**src/rtl/blind_ctrl_multistop.sv**
```systemverilog
// Multi-stop blind motor controller: prescaled tick, reversal dead time, motion timeout fault, position report.
// Optional macro AUTO_DEBOUNCE_EN: auto-mode target only follows light held equal on two consecutive ticks.
module blind_ctrl_multistop #(
    parameter int NUM_POS        = 4,
    parameter int PRESCALE_W     = 25,
    parameter int TIMEOUT_TICKS  = 20,
    parameter int DEADTIME_TICKS = 2,
    localparam int PW = (NUM_POS > 1) ? $clog2(NUM_POS) : 1
) (
    input  logic                clk,
    input  logic                reset,
    input  logic                cmd_valid,
    input  logic                cmd_auto,
    input  logic [PW-1:0]       cmd_target,
    input  logic [NUM_POS-1:0]  pos_sw,
    input  logic [1:0]          light,
    output logic                motor_up,
    output logic                motor_down,
    output logic                tick,
    output logic                at_target,
    output logic                fault,
    output logic [PW-1:0]       cur_pos
);

    localparam int TMAX = (TIMEOUT_TICKS > DEADTIME_TICKS) ? TIMEOUT_TICKS : DEADTIME_TICKS;
    localparam int TW   = $clog2(TMAX + 1);
    localparam logic [PW-1:0] TOP_POS = PW'(NUM_POS - 1);

    typedef enum logic [2:0] {
        S_IDLE  = 3'd0,
        S_UP    = 3'd1,
        S_DOWN  = 3'd2,
        S_DEAD  = 3'd3,
        S_FAULT = 3'd4
    } state_e;

    // Returns {exactly_one_bit_set, index_of_set_bit}.
    function automatic logic [PW:0] decode_pos(input logic [NUM_POS-1:0] sw);
        logic [PW-1:0] idx;
        int            cnt;
        idx = '0;
        cnt = 32'sd0;
        for (int i = 0; i < NUM_POS; i++) begin
            idx = sw[i] ? PW'(i) : idx;
            cnt = cnt + (sw[i] ? 32'sd1 : 32'sd0);
        end
        return {(cnt == 32'sd1), idx};
    endfunction

    function automatic logic [PW-1:0] light_to_pos(input logic [1:0] lvl);
        int v;
        v = (int'(lvl) * (NUM_POS - 1)) / 32'sd3;
        return PW'(v);
    endfunction

    state_e                state_q, state_d;
    logic [PRESCALE_W-1:0] presc_q, presc_d;
    logic                  tick_q, tick_d;
    logic [PW-1:0]         cur_pos_q, cur_pos_d;
    logic [PW-1:0]         target_q, target_d;
    logic                  mode_q, mode_d;
    logic [TW-1:0]         tmr_q, tmr_d;
    logic                  motor_up_q, motor_up_d;
    logic                  motor_down_q, motor_down_d;
    logic                  at_target_q, at_target_d;
    logic                  fault_q, fault_d;
    logic [PW:0]           pos_dec_s;
    logic [PW-1:0]         light_tgt_s;
    logic                  pos_chg_s;
`ifdef AUTO_DEBOUNCE_EN
    logic [1:0]            light_prev_q, light_prev_d;
    logic                  light_ok_q, light_ok_d;
`endif

    // Prescaler, position tracking, mode and target selection.
    always_comb begin
        presc_d     = presc_q + {{(PRESCALE_W-1){1'b0}}, 1'b1};
        tick_d      = (presc_d == {PRESCALE_W{1'b1}});
        pos_dec_s   = decode_pos(pos_sw);
        light_tgt_s = light_to_pos(light);
        mode_d      = mode_q;
        target_d    = target_q;
        if (pos_dec_s[PW]) begin
            cur_pos_d = pos_dec_s[PW-1:0];
        end else begin
            cur_pos_d = cur_pos_q;
        end
`ifdef AUTO_DEBOUNCE_EN
        light_prev_d = light_prev_q;
        light_ok_d   = light_ok_q;
        if (tick_q) begin
            light_prev_d = light;
            light_ok_d   = 1'b1;
        end else begin
            light_prev_d = light_prev_q;
        end
`endif
        // A command in the same cycle as a tick takes precedence over the light update.
        if (cmd_valid) begin
            mode_d = cmd_auto;
            if (!cmd_auto) begin
                target_d = (cmd_target > TOP_POS) ? TOP_POS : cmd_target;
            end else begin
                target_d = target_q;
            end
`ifdef AUTO_DEBOUNCE_EN
            if (cmd_auto && !mode_q) begin
                light_ok_d = 1'b0;
            end else begin
                light_ok_d = light_ok_d;
            end
`endif
        end else if (mode_q && tick_q) begin
`ifdef AUTO_DEBOUNCE_EN
            if (light_ok_q && (light == light_prev_q)) begin
                target_d = light_tgt_s;
            end else begin
                target_d = target_q;
            end
`else
            target_d = light_tgt_s;
`endif
        end else begin
            target_d = target_q;
        end
    end

    // Motion FSM next state, shared tick timer, and registered output values.
    always_comb begin
        state_d   = state_q;
        tmr_d     = tmr_q;
        pos_chg_s = (cur_pos_d != cur_pos_q);
        case (state_q)
            S_IDLE: begin
                if ((target_d > cur_pos_d) && !pos_sw[NUM_POS-1]) begin
                    state_d = S_UP;
                end else if ((target_d < cur_pos_d) && !pos_sw[0]) begin
                    state_d = S_DOWN;
                end else begin
                    state_d = S_IDLE;
                end
            end
            // cur_pos >= target also covers a target that moved below us (reversal).
            S_UP: begin
                if (pos_sw[NUM_POS-1] || (cur_pos_d >= target_d)) begin
                    state_d = S_DEAD;
                end else if (tick_q && !pos_chg_s && (tmr_q == TW'(TIMEOUT_TICKS - 1))) begin
                    state_d = S_FAULT;
                end else begin
                    state_d = S_UP;
                end
            end
            S_DOWN: begin
                if (pos_sw[0] || (cur_pos_d <= target_d)) begin
                    state_d = S_DEAD;
                end else if (tick_q && !pos_chg_s && (tmr_q == TW'(TIMEOUT_TICKS - 1))) begin
                    state_d = S_FAULT;
                end else begin
                    state_d = S_DOWN;
                end
            end
            S_DEAD: begin
                if (tick_q && (tmr_q == TW'(DEADTIME_TICKS - 1))) begin
                    state_d = S_IDLE;
                end else begin
                    state_d = S_DEAD;
                end
            end
            S_FAULT: begin
                if (cmd_valid) begin
                    state_d = S_IDLE;
                end else begin
                    state_d = S_FAULT;
                end
            end
            default: state_d = S_IDLE;
        endcase

        if (state_d != state_q) begin
            tmr_d = '0;
        end else if (((state_q == S_UP) || (state_q == S_DOWN)) && pos_chg_s) begin
            tmr_d = '0;
        end else if (tick_q && ((state_q == S_UP) || (state_q == S_DOWN) || (state_q == S_DEAD))) begin
            tmr_d = tmr_q + TW'(1);
        end else begin
            tmr_d = tmr_q;
        end

        motor_up_d   = (state_d == S_UP);
        motor_down_d = (state_d == S_DOWN);
        fault_d      = (state_d == S_FAULT);
        at_target_d  = (state_d == S_IDLE) && (cur_pos_d == target_d);
    end

    // State and output registers with synchronous reset.
    always_ff @(posedge clk) begin
        if (reset) begin
            state_q      <= S_IDLE;
            presc_q      <= '0;
            tick_q       <= 1'b0;
            cur_pos_q    <= '0;
            target_q     <= '0;
            mode_q       <= 1'b0;
            tmr_q        <= '0;
            motor_up_q   <= 1'b0;
            motor_down_q <= 1'b0;
            at_target_q  <= 1'b0;
            fault_q      <= 1'b0;
`ifdef AUTO_DEBOUNCE_EN
            light_prev_q <= 2'd0;
            light_ok_q   <= 1'b0;
`endif
        end else begin
            state_q      <= state_d;
            presc_q      <= presc_d;
            tick_q       <= tick_d;
            cur_pos_q    <= cur_pos_d;
            target_q     <= target_d;
            mode_q       <= mode_d;
            tmr_q        <= tmr_d;
            motor_up_q   <= motor_up_d;
            motor_down_q <= motor_down_d;
            at_target_q  <= at_target_d;
            fault_q      <= fault_d;
`ifdef AUTO_DEBOUNCE_EN
            light_prev_q <= light_prev_d;
            light_ok_q   <= light_ok_d;
`endif
        end
    end

    assign motor_up   = motor_up_q;
    assign motor_down = motor_down_q;
    assign tick       = tick_q;
    assign at_target  = at_target_q;
    assign fault      = fault_q;
    assign cur_pos    = cur_pos_q;

endmodule

```
**config.mk**
```make
export PLATFORM = sky130hd
export DESIGN_NAME = blind_ctrl_multistop
export DESIGN_NICKNAME = d
export VERILOG_FILES = /design/src/rtl/blind_ctrl_multistop.sv
export SDC_FILE = /design/constraint.sdc
export NUM_CORES = 1
export LEC_CHECK = 0
export ABC_CLOCK_PERIOD_IN_PS = 4800
export CAP_MARGIN = 30
export CORE_MARGIN = 5
export CORE_UTILIZATION = 33
export CTS_BUF_LIST = sky130_fd_sc_hd__clkbuf_4 sky130_fd_sc_hd__clkbuf_8
export CTS_CLUSTER_DIAMETER = 50
export DETAILED_ROUTE_END_ITERATION = 10
export PLACE_DENSITY_LB_ADDON = 0.08
export SLEW_MARGIN = 20
export SYNTH_ARGS = -nofsm -noshare
export SYNTH_HDL_FRONTEND = slang
export SYNTH_SLANG_ARGS = --single-unit
```
**constraint.sdc**
```tcl
create_clock -name clk -period 4.8 [get_ports clk]
set_input_delay 0.72 -clock clk [delete_from_list [all_inputs] [get_ports clk]]
set_output_delay 0.72 -clock clk [all_outputs]
set_load 0.1 [all_outputs]
```
* Yosys cells after proc, flatten, opt, wreduce, memory -nomap -nowiden
Index checks and enable logic that the tools add are counted.
** Storage, ports and cells
- Logic and storage cells :: 77
- Bits in registers :: 43
- Output and inout port bits :: 7
- Bits of input ports :: 12
** Cells by class
- Div/mod/pow operators :: 1
- $add $sub $neg :: 5
- Multiplexer cells :: 21
- Equal/unequal tests :: 14
- Order comparisons :: 5
- Multiply operators :: 1
- Reductions and logical operators :: 19
** Operators with widths (number)
- $div A32 B3 Y32 const B :: 1
- $add A25 B1 Y25 const B :: 1
- $eq A25 B25 Y1 const B :: 1
- $mux W2 :: 10
- $mux W3 :: 5
- $pmux W3 S5 :: 1
- $eq A3 B2 Y1 const B :: 3
- $logic_and A1 B1 Y1 :: 9
- $eq A3 B1 Y1 const B :: 2
- $eq A3 B3 Y1 const B :: 2
- $logic_not A3 Y1 :: 2
- $add A5 B1 Y5 const B :: 1
- $eq A5 B1 Y1 const B :: 1
- $eq A5 B5 Y1 const B :: 1
- $mux W1 :: 5
- $add A3 B1 Y4 :: 1
- $eq A4 B1 Y1 const B :: 1
- $logic_or A1 B1 Y1 :: 4
- $mul A2 B2 Y4 const B :: 1
- $add A2 B1 Y3 :: 1
- $logic_not A1 Y1 :: 3
- $ne A3 B3 Y1 :: 1
- $reduce_or A3 Y1 :: 1
- $add A1 B1 Y2 :: 1
- 7 further kinds :: 7

* Depth between registers and ports, before layout
Gate-level depths: netlist of the first run.
- Depth in word-level cells :: 15
- Gate-level depth with buffers :: 15
- Depth with buffers taken out :: 15

* Least setup slack after synthesis of the first run
Ideal clock, no wire load.
- Path type :: input to register
- Start :: input port pos_sw[0]
- End :: register tmr_q[1]
- Data required time :: 4720 ps
- Library setup time :: 80 ps
- Buffers on the path :: 0
- Cell stages on the path :: 15
- Arrival time :: 3818 ps
- Slack :: 902 ps
- Path through :: inv_1 fa_1 inv_1 ha_1 ha_1 nor3b_2 o211ai_1 o21ai_0 ha_1 nand2b_1 a211o_1 a211oi_1 o221a_1 o221ai_2 a211oi_2
** Between the ends
- Word-level cells in the longest chain between the ends :: 15
- Elaborated cells between the ends (all ways) :: 29
- Those cells by class :: add/sub (3); order compare (4); eq/ne (3); mux (9); reduce/logical (10)
** Ends and longest elaborated chain
- start: declaration :: RTL line 15 : input logic [NUM_POS-1:0] pos_sw,
- $mux W1 :: RTL line 45 : cnt = cnt + (sw[i] ? 32'sd1 : 32'sd0);
- $add A1 B1 Y2 :: RTL line 45
- $add A2 B1 Y3 :: RTL line 45
- $add A3 B1 Y4 :: RTL line 45
- $eq A4 B1 Y1 :: RTL line 47 : return {(cnt == 32'sd1), idx};
- $mux W2 :: RTL line 83 : if (pos_dec_s[PW]) begin
- $ne A2 B2 Y1 :: RTL line 132 : pos_chg_s = (cur_pos_d != cur_pos_q);
- $logic_not A1 Y1 :: RTL line 147, 156
- $logic_and A1 B1 Y1 (2 in a row) :: RTL line 147, 156
- $mux W3 (on tied branches) :: RTL line 147, 156
- $mux W3 (on tied branches) :: RTL line 145, 154
- $pmux W3 S5 :: RTL line 133 : case (state_q)
- $ne A3 B3 Y1 :: RTL line 179 : if (state_d != state_q) begin
- $reduce_or A3 Y1 (no line) *
- end signal: assignment :: RTL line 220 : tmr_q <= tmr_d;
- end: declaration :: RTL line 62 : logic [TW-1:0] tmr_q, tmr_d;
Every way passes the cells marked *; elsewhere a longest branch is shown, timed or not.
A chain may end at the register's enable or synchronous reset.

* Worst setup path after layout of the first run
- Start :: input port pos_sw[1]
- End :: register tmr_q[1]
** Between the ends
- Word-level cells in the longest chain between the ends :: 15
- Elaborated cells between the ends (all ways) :: 31
- Those cells by class :: add/sub (3); order compare (4); eq/ne (3); mux (12); reduce/logical (9)
** Ends and longest elaborated chain (RTL line)
- $mux W1 :: 44, 45
- $add A1 B1 Y2 :: 45
- $add A2 B1 Y3 :: 45
- $add A3 B1 Y4 :: 45
- $eq A4 B1 Y1 :: 47
- $mux W2 * :: 83
- $ne A2 B2 Y1 :: 132
- $logic_not A1 Y1 :: 147, 156
- $logic_and A1 B1 Y1 (2 in a row) :: 147, 156
- $mux W3 (on tied branches) :: 147, 156
- $mux W3 (on tied branches) :: 145, 154
- $pmux W3 S5 :: 133
- $ne A3 B3 Y1 :: 179
- $reduce_or A3 Y1 (no line) *
Marks and branches as above.

==> run_results.csv, run 1 <==
group,metric,value,unit
synthesis,synth.area.mux_share,1.26,%
routing,via_per_inst,4.83,
die,die_area,0.00936,mm²
global_routing,grt_usage,11.2,%
power_and_ir_drop,ir_drop,0.0000927,V
timing,clock_skew,0.0138,ns
synthesis,synth-compound-area-share,13.8,%
die,die_y,96.7,µm
layout,fillerInstances,786,
power_and_ir_drop,leakage,1.02,nW
routing,wl_per_cell,12.7,µm
setup_path,critPathMaxFanout,5,
synthesis,synth_area,0.00248,mm²
clock_tree,postCtsHoldBufs,0,
setup_path,path_class,"in2reg",
layout,syn_to_final_growth,13.6,%
die,rows,31,
clock_tree,clk_path_buf_depth,2,
routing,vias,1965,
synthesis,post_synth_xor_area_fraction,9.53,%
clock_tree,cts_setup_buffers,0,
layout,n_antenna_cell,0,
timing,rsz0062_at_grt,"no",
clock_tree,h-tree-depth,2,
timing,slew_viol_final,0,
synthesis,synth_fa_ha_area_share,7.86,%
layout,final_cell_mix,"nor2_1 (53), dfxtp_1 (43), nand2_1 (21)",
timing,slew-limit-headroom,34.4,%
die,core,0.00729,mm²
die,boundaryPins,19,
routing,drtPass1Iterations,4,
setup_path,r2r_slack,1.86,ns
global_routing,grt_overflow_total,0,
timing,fmax,0.229,GHz
min_path,worstHoldPathType,"reg2reg",
layout,drive_gt1_share,8.12,%
synthesis,syn_area_per_cell,8.50,µm²
timing,finalHoldViolations,0,
placement,io_buffers,18,
global_routing,grt_first_pass_wirelength,9010,µm
routing,wl,5180,µm
timing,finalSetupViolCount,0,
timing,finalCriticalPeriod,4.37,ns
synthesis,synth-simple-area-share,26.8,%
global_routing,grt_max_degree,37,
synthesis,synth_nets,319,
power_and_ir_drop,power_density,335,mW/mm²
placement,dp_hpwl,3790,µm
min_path,worstHoldEndpoint,"presc_q[0]$_SDFF_PP0_",
routing,drt-initial-drc-count,64,
synthesis,synthDistinctLibCells,58,
layout,final_common_cell,"nor2_1",
setup_path,rr_endpoint,"tmr_q[1]$_SDFFE_PP0P_",
routing,drc,0,
placement,gp_congestion,0.772,
status,outcome,"completed",
synthesis,synthFlopType,"dfxtp_1",
synthesis,synth_seq_cells,43,
die,die_width,96.7,µm
clock_tree,cts_resized,0,
clock_tree,cts-root-buf,"clkbuf_8",
routing,ant_nets,0,
synthesis,synth_cells,292,
timing,holdWs,0.507,ns
run,cap_violations,0,
timing,post-route-period-util,91.1,%
timing,worstMarginPinSlew,0.981,ns
global_routing,antenna_found_initial,0,
layout,utilization,38.7,%
setup_path,start_kind,"input port",
clock_tree,path_clk_slew,0.10,ns
setup_path,arrival,4.60,ns
clock_tree,insertion_delay,0.30,ns
global_routing,grt_pass1_vias,1964,
clock_tree,numCtsBuffers,5,
clock_tree,clock-sinks,43,
timing,tns,0,ns
synthesis,synthArstFlopShare,0,%
synthesis,synth-edff-count,0,
min_path,holdPathStages,1,
setup_path,cp-end-kind,"flip-flop",
clock_tree,tritoncts,"built",
synthesis,synth_warnings,0,
synthesis,synth_top_family_by_area,"simple AND/OR/NAND/NOR gates",
setup_path,reg2reg_from,"tick$_SDFF_PP0_",
die,start_util,34.0,%
setup_path,critPathRequiredTime,5.03,ns
synthesis,ys_seq_area_share,34.7,%
setup_path,reg2reg_depth,11,
min_path,min_from,"presc_q[0]$_SDFF_PP0_",
layout,fin_nets,334,
## final cells by class
type,count,area [µm²],share of cell area [%]
clock buffers,6,82.6,2.93
clock inverters,2,16.3,0.577
inverters,17,63.8,2.26
multi-input cells,219,1470,52.1
flip-flops and latches,43,861,30.5
well taps,99,124,4.39
repair buffers,21,203,7.19
## Yosys cell counts (2+ instances only)
master    number  area share [%]
inv_1         17             2.6
a211oi_2       2             1.0
nor3b_1        3            0.91
o21ai_0        4            0.81
nor4_1         4             1.0
buf_2          2            0.40
nor2b_1        4             1.0
dfxtp_1       43              35
a211oi_1       4             1.2
and4_1         2            0.71
a21oi_1       10             2.0
nor2_1        53             8.0
mux2i_1        2            0.81
nor3_1         5             1.0
xnor2_1        8             2.8
and3_1         3            0.76
buf_6          2            0.91
clkbuf_8       2             1.1
xor2_1        19             6.7
o22ai_1        3            0.76
nand2_1       21             3.2
nand4_1       13             3.3
clkbuf_1       6            0.91
ha_1          14             7.1
nand3_1       10             2.0
nand2b_1       2            0.50
o41ai_1        2            0.71
o211ai_1       2            0.60
## report_power, final
group,switching [mW],total (mW),internal (mW)
clock network,0.134,0.252,0.118
registers,0.0290,0.406,0.377
logic,0.183,0.285,0.102
## registers in the layout (all words and copies together), names as in the netlist
register / cells
presc_q: 25
motor_up: 1
at_target: 1
tick: 1
tmr_q: 5
target_q: 2
motor_down: 1
state_q: 3
mode_q: 1
cur_pos: 2
fault: 1
## worst max path at each step
stage | from | end | slack [ns] | depth (start not counted)
floorplan | pos_sw[0] | tmr_q[1]$_SDFFE_PP0P_ | 0.90 | 15
global placement | pos_sw[1] | tmr_q[1]$_SDFFE_PP0P_ | 0.17 | 16
detailed placement | pos_sw[0] | tmr_q[1]$_SDFFE_PP0P_ | 0.14 | 16
CTS | pos_sw[0] | tmr_q[1]$_SDFFE_PP0P_ | 0.44 | 16
global route | pos_sw[0] | tmr_q[4]$_SDFFE_PP0P_ | 0.21 | 16
finish | pos_sw[1] | tmr_q[1]$_SDFFE_PP0P_ | 0.43 | 16
## stage by stage
stage / power [mW] / std cells / worst slack [ns] / instance area (µm²)
after detailed placement: 0.701 / 399 / 0.135 / 2720
after floorplan: 0.640 / 292 / 0.902 / 2480
after global placement: 0.705 / 399 / 0.175 / 2720
after global routing: 0.998 / 407 / 0.207 / 2820
final: 0.943 / 407 / 0.428 / 2820
after CTS: 0.957 / 407 / 0.435 / 2820
## kinds of logic after synthesis
kind of cell,Yosys count
AOI/OAI and AO/OA,43
xor gates and xnor gates,27
adders and majority gates,15
buffers and inverters,30
DFF,43
muxes,3
and+or+nand+nor,131
## metal layers
layer  GRT usage [%]  routed length [µm]  vias to the layer above
li1                -                   -                     1047
met1            14.6                2650                      895
met2            18.5                2340                       19
met3            2.88                 135                        4
met4            3.02                  49                        0
met5               0                   0                        -
## critical path, stage by stage
cell	delay (ns)
clkdlybuf4s50_1	0.49
inv_1	0.08
fa_1	0.50
inv_1	0.04
ha_1	0.18
ha_1	0.28
nor3b_2	0.33
o211ai_1	0.13
o21ai_0	0.14
ha_1	0.29
nand2b_1	0.16
a211o_1	0.29
a211oi_1	0.35
o221a_1	0.26
o221ai_2	0.15
a211oi_2	0.22
Note: power is estimated with default switching activity, not from simulation.
==> run 2: changes to the inputs <==
CORE_UTILIZATION = 47   (was 33)
CTS_CLUSTER_DIAMETER = 200   (was 50)
==> run 2 against run 1 <==
Effect of this change:
- critical path type unchanged
- critical endpoint unchanged
- clock skew decreased by 0.0020 ns
- die area shrank 27%
- power rose by 4.3%
- setup slack improved by 0.0055 ns
- largest cell class unchanged
==> run_results.csv, run 2 (same netlist as run 1, synthesis figures left out) <==
group,metric,value,unit
setup_path,critPathRequiredTime,5.03,ns
die,die_y,82.7,µm
placement,io_buffers,18,
timing,finalCriticalPeriod,4.37,ns
power_and_ir_drop,switching_share,34.2,%
timing,slew_viol_final,0,
clock_tree,tritoncts,"built",
clock_tree,h-tree-depth,2,
routing,wl,4900,µm
layout,drive_gt1_share,8.12,%
power_and_ir_drop,intPower,0.648,mW
routing,wl_per_cell,13.0,µm
global_routing,grt_pass1_vias,1901,
die,die_area,0.00684,mm²
timing,slew-limit-headroom,34.8,%
global_routing,grt_usage,15.9,%
setup_path,crit_slowest_cell,"clkdlybuf4s50_1",
power_and_ir_drop,combinationalPowerShare,29.1,%
placement,gp_congestion,0.928,
routing,drt-initial-drc-count,110,
routing,via_per_inst,5.34,
power_and_ir_drop,power_frac_seq,41.2,%
min_path,min_from,"presc_q[0]$_SDFF_PP0_",
layout,fin_nets,334,
routing,drc,0,
setup_path,reg2reg_from,"tick$_SDFF_PP0_",
setup_path,crit_chain,"clkdlybuf4s50_1, inv_1, fa_1, inv_1, ha_1, ha_1, nor3b_2, o211ai_1, o21ai_0, ha_1, nand2b_1, a211o_1, a211oi_1, o221a_1, o221ai_2, a211oi_2",
global_routing,grt_first_pass_wirelength,8510,µm
run,cap_violations,0,
status,outcome,"completed",
clock_tree,cts_resized,0,
die,core,0.00511,mm²
power_and_ir_drop,ir_drop,0.000274,V
die,die_width,82.7,µm
routing,vias,2018,
power_and_ir_drop,power_density,351,mW/mm²
die,boundaryPins,19,
timing,tns,0,ns
layout,largest_reg_flops,25,
clock_tree,postCtsHoldBufs,0,
timing,post-route-period-util,91.0,%
setup_path,max_stage_delay,0.50,ns
layout,regMostFlops,"presc_q",
placement,dp_hpwl,3640,µm
min_path,holdPathStages,1,
layout,syn_to_final_growth,12.9,%
setup_path,start_kind,"input port",
die,rows,26,
min_path,worstHoldPathType,"reg2reg",
setup_path,cp-end-kind,"flip-flop",
global_routing,grt_max_degree,37,
clock_tree,insertion_delay,0.30,ns
min_path,worstHoldEndpoint,"presc_q[0]$_SDFF_PP0_",
setup_path,crit_top_cell,"ha_1",
global_routing,grt_overflow_total,0,
setup_path,arrival,4.59,ns
setup_path,rr_endpoint,"tmr_q[1]$_SDFFE_PP0P_",
timing,finalHoldViolations,0,
power_and_ir_drop,netSwitchingPower,0.336,mW
layout,final_cell_mix,"nor2_1 (53), dfxtp_1 (43), nand2_1 (21)",
timing,clock_skew,0.0118,ns
timing,worstMarginPinSlew,0.975,ns
timing,fmax,0.229,GHz
routing,ant_nets,0,
clock_tree,numCtsBuffers,5,
layout,top_regs,"presc_q (25), tmr_q (5), state_q (3)",
setup_path,path_class,"in2reg",
layout,n_antenna_cell,0,
clock_tree,path_clk_slew,0.09,ns
power_and_ir_drop,clock_power_share,29.7,%
clock_tree,clock-sinks,43,
die,start_util,48.6,%
clock_tree,cts-root-buf,"clkbuf_8",
timing,finalSetupViolCount,0,
setup_path,reg2reg_depth,11,
power_and_ir_drop,p_total,0.984,mW
clock_tree,clk_path_buf_depth,2,
layout,final_common_cell,"nor2_1",
power_and_ir_drop,leakage,1.03,nW
setup_path,critPathMaxFanout,5,
setup_path,r2r_slack,1.96,ns
timing,rsz0062_at_grt,"no",
global_routing,antenna_found_initial,0,
clock_tree,cts_setup_buffers,0,
routing,drtPass1Iterations,4,
[run 2: worst max-delay path: cells and delay by family]
family / cells / cell delay [ns]
AO/OA/AOI/OAI: 7 / 1.51
adder cells (fa/ha/maj): 4 / 1.23
buffers and inverters: 3 / 0.63
AND/OR/NAND/NOR: 2 / 0.48
[run 2: area by class of cell]
cell class | instances | area, µm²
inverter | 17 | 63.8
sequential | 43 | 861
clock buffer | 6 | 82.6
timing repair buffer | 21 | 203
tap | 70 | 87.6
fill | 502 | 2300
multi-input combinational | 219 | 1470
clock inverter | 2 | 35.0
[run 2: worst max-delay path by stage]
| stage | startpoint | end | slack (ns) |
|---|---|---|---|
| detailed placement | pos_sw[0] | tmr_q[1]$_SDFFE_PP0P_ | 0.12 |
| global route | pos_sw[1] | tmr_q[1]$_SDFFE_PP0P_ | 0.19 |
| CTS | pos_sw[1] | tmr_q[1]$_SDFFE_PP0P_ | 0.42 |
| global placement | pos_sw[1] | tmr_q[1]$_SDFFE_PP0P_ | 0.22 |
| floorplan | pos_sw[0] | tmr_q[1]$_SDFFE_PP0P_ | 0.90 |
| finish | pos_sw[1] | tmr_q[1]$_SDFFE_PP0P_ | 0.43 |
[run 2: layer usage]
layer	track usage [%]	part of all wire, %	vias to the layer above
met5	0	0	-
met4	5.23	1.2	0
met3	3.69	3.8	7
met2	27.2	48	52
met1	19.7	47	915
li1	-	-	1044
[run 2: stage by stage]
stage,cells,area (µm²),utilization [%],hold WS [ns],worst slack [ns]
finish,378,2800,54.9,0.509,0.434
global route,378,2800,54.9,0.555,0.187
CTS,378,2800,54.9,0.507,0.416
detailed placement,370,2690,52.6,0.488,0.118
global placement,370,2690,52.6,0.470,0.225
floorplan,292,2480,-,0.453,0.902
[run 2: power groups by stage]
stage               logic (mW)  registers (mW)  clock network (mW)
floorplan                0.163           0.476                   0
global placement         0.287           0.415                   0
detailed placement       0.287           0.414                   0
CTS                      0.287           0.405               0.301
global route             0.312           0.410               0.319
finish                   0.287           0.405               0.292
==> run 3: changes to the inputs <==
DONT_BUFFER_PORTS = 1   (was default)
==> run 3 against run 2 <==
Effect of this change:
- sequential share of layout area is 2.2 points higher
- final area is 6.6% lower
- clock power is 20% lower
- clock skew is 0.0038 ns lower
- largest cell class unchanged
- first-iteration DRC count is 16% lower
- flip-flop and latch count stayed put
- critical path type unchanged
- register-to-register slack worse by 0.15 ns
==> run_results.csv, run 3 (same netlist as run 1, synthesis figures left out) <==
group,metric,value,unit
status,outcome,"completed",
run,cap_violations,0,
layout,final_cell_mix,"nor2_1 (53), dfxtp_1 (43), nand2_1 (21)",
layout,fin_area,0.00262,mm²
clock_tree,cts_resized,0,
global_routing,grt_overflow_total,0,
placement,placed_area,0.00253,mm²
timing,slew-limit-headroom,36.2,%
timing,finalHoldViolations,0,
routing,via_per_inst,5.46,
clock_tree,postCtsHoldBufs,0,
layout,fin_nets,317,
routing,ant_nets,0,
global_routing,grt_usage,16.3,%
routing,drc,0,
power_and_ir_drop,power_density,342,mW/mm²
clock_tree,cts_setup_buffers,0,
die,rows,26,
clock_tree,tritoncts,"built",
setup_path,cp-end-kind,"flip-flop",
timing,clock_skew,0.00798,ns
routing,drtPass1Iterations,4,
die,die_area,0.00684,mm²
timing,finalSetupViolCount,0,
global_routing,antenna_found_initial,0,
layout,top_regs,"presc_q (25), tmr_q (5), state_q (3)",
die,die_width,82.7,µm
layout,drive_gt1_share,8.59,%
global_routing,grt_pass1_vias,1932,
clock_tree,path_clk_slew,0.09,ns
global_routing,grt_max_degree,37,
min_path,worstHoldPathType,"in2reg",
setup_path,start_kind,"input port",
clock_tree,numCtsBuffers,5,
layout,n_antenna_cell,0,
timing,post-route-period-util,80.1,%
clock_tree,cts-root-buf,"clkbuf_8",
die,core,0.00511,mm²
routing,drt-initial-drc-count,92,
global_routing,grt_first_pass_wirelength,8610,µm
layout,final_common_cell,"nor2_1",
layout,utilization,51.2,%
clock_tree,h-tree-depth,2,
power_and_ir_drop,leakage,0.959,nW
power_and_ir_drop,ir_drop,0.000174,V
timing,fmax,0.260,GHz
layout,syn_to_final_growth,5.44,%
layout,largest_reg_flops,25,
routing,wl_per_cell,13.6,µm
clock_tree,clk_path_buf_depth,2,
timing,slew_viol_final,0,
timing,rsz0062_at_grt,"no",
setup_path,critPathRequiredTime,5.03,ns
timing,finalCriticalPeriod,3.85,ns
setup_path,arrival,4.07,ns
layout,regMostFlops,"presc_q",
setup_path,path_class,"in2reg",
timing,worstMarginPinSlew,0.955,ns
routing,vias,1971,
die,die_y,82.7,µm
die,boundaryPins,19,
setup_path,critPathMaxFanout,5,
placement,io_buffers,0,
clock_tree,clock-sinks,43,
die,start_util,48.6,%
routing,wl,4920,µm
clock_tree,insertion_delay,0.30,ns
placement,gp_congestion,0.939,
timing,tns,0,ns
placement,dp_hpwl,3540,µm
==> run 3: routing by layer <==
metal  GRT usage (%)  wire length [µm]
met1            20.5              2250
met5               0                 0
met3            3.25               246
met2            26.7              2310
met4            7.19               107
==> run 3: final cells by class <==
| type | instances | area [µm²] |
|---|---|---|
| Fill cell | 518 | 2490 |
| Multi-Input combinational cell | 219 | 1470 |
| Sequential cell | 43 | 861 |
| Tap cell | 70 | 87.6 |
| Clock buffer | 6 | 76.3 |
| Inverter | 17 | 63.8 |
| Timing Repair Buffer | 4 | 46.3 |
| Clock inverter | 2 | 12.5 |
==> run 3: where the power goes <==
group / total, mW / internal [mW] / leakage, nW / switching (mW)
clock: 0.235 / 0.108 / 0.0446 / 0.128
sequential: 0.467 / 0.377 / 0.349 / 0.0900
combinational: 0.194 / 0.0804 / 0.565 / 0.113
total: 0.896 / 0.565 / 0.959 / 0.331
==> run 3: metrics by stage <==
step,worst slack [ns],total power [mW],hold WS (ns),instances
final,0.954,0.896,0.483,361
after global routing,0.736,0.951,0.468,361
after CTS,0.972,0.907,0.473,361
after detailed placement,0.662,0.667,0.482,353
after global placement,0.714,0.658,0.476,351
after floorplan,0.902,0.640,0.453,292
==> run 3: path summary, 6_finish.rpt <==
path | from | end | slack (ns) | cells past startpoint
setup / recovery | pos_sw[0] | tmr_q[1]$_SDFFE_PP0P_ | 0.95 | 15
hold / removal | reset | target_q[0]$_SDFF_PP0_ | 0.48 | 1
setup reg to reg | tick$_SDFF_PP0_ | tmr_q[1]$_SDFFE_PP0P_ | 1.81 | 12
hold reg to reg | presc_q[0]$_SDFF_PP0_ | presc_q[0]$_SDFF_PP0_ | 0.49 | 1
==> run 3: worst max-delay path: stages <==
cell	delay [ns]
inv_1	0.04
fa_1	0.53
inv_1	0.04
ha_1	0.18
ha_1	0.28
nor3b_2	0.34
o211ai_1	0.13
o21ai_0	0.13
ha_1	0.28
nand2b_1	0.16
a211o_1	0.30
a211oi_1	0.30
o221a_1	0.25
o221ai_2	0.16
a211oi_2	0.22
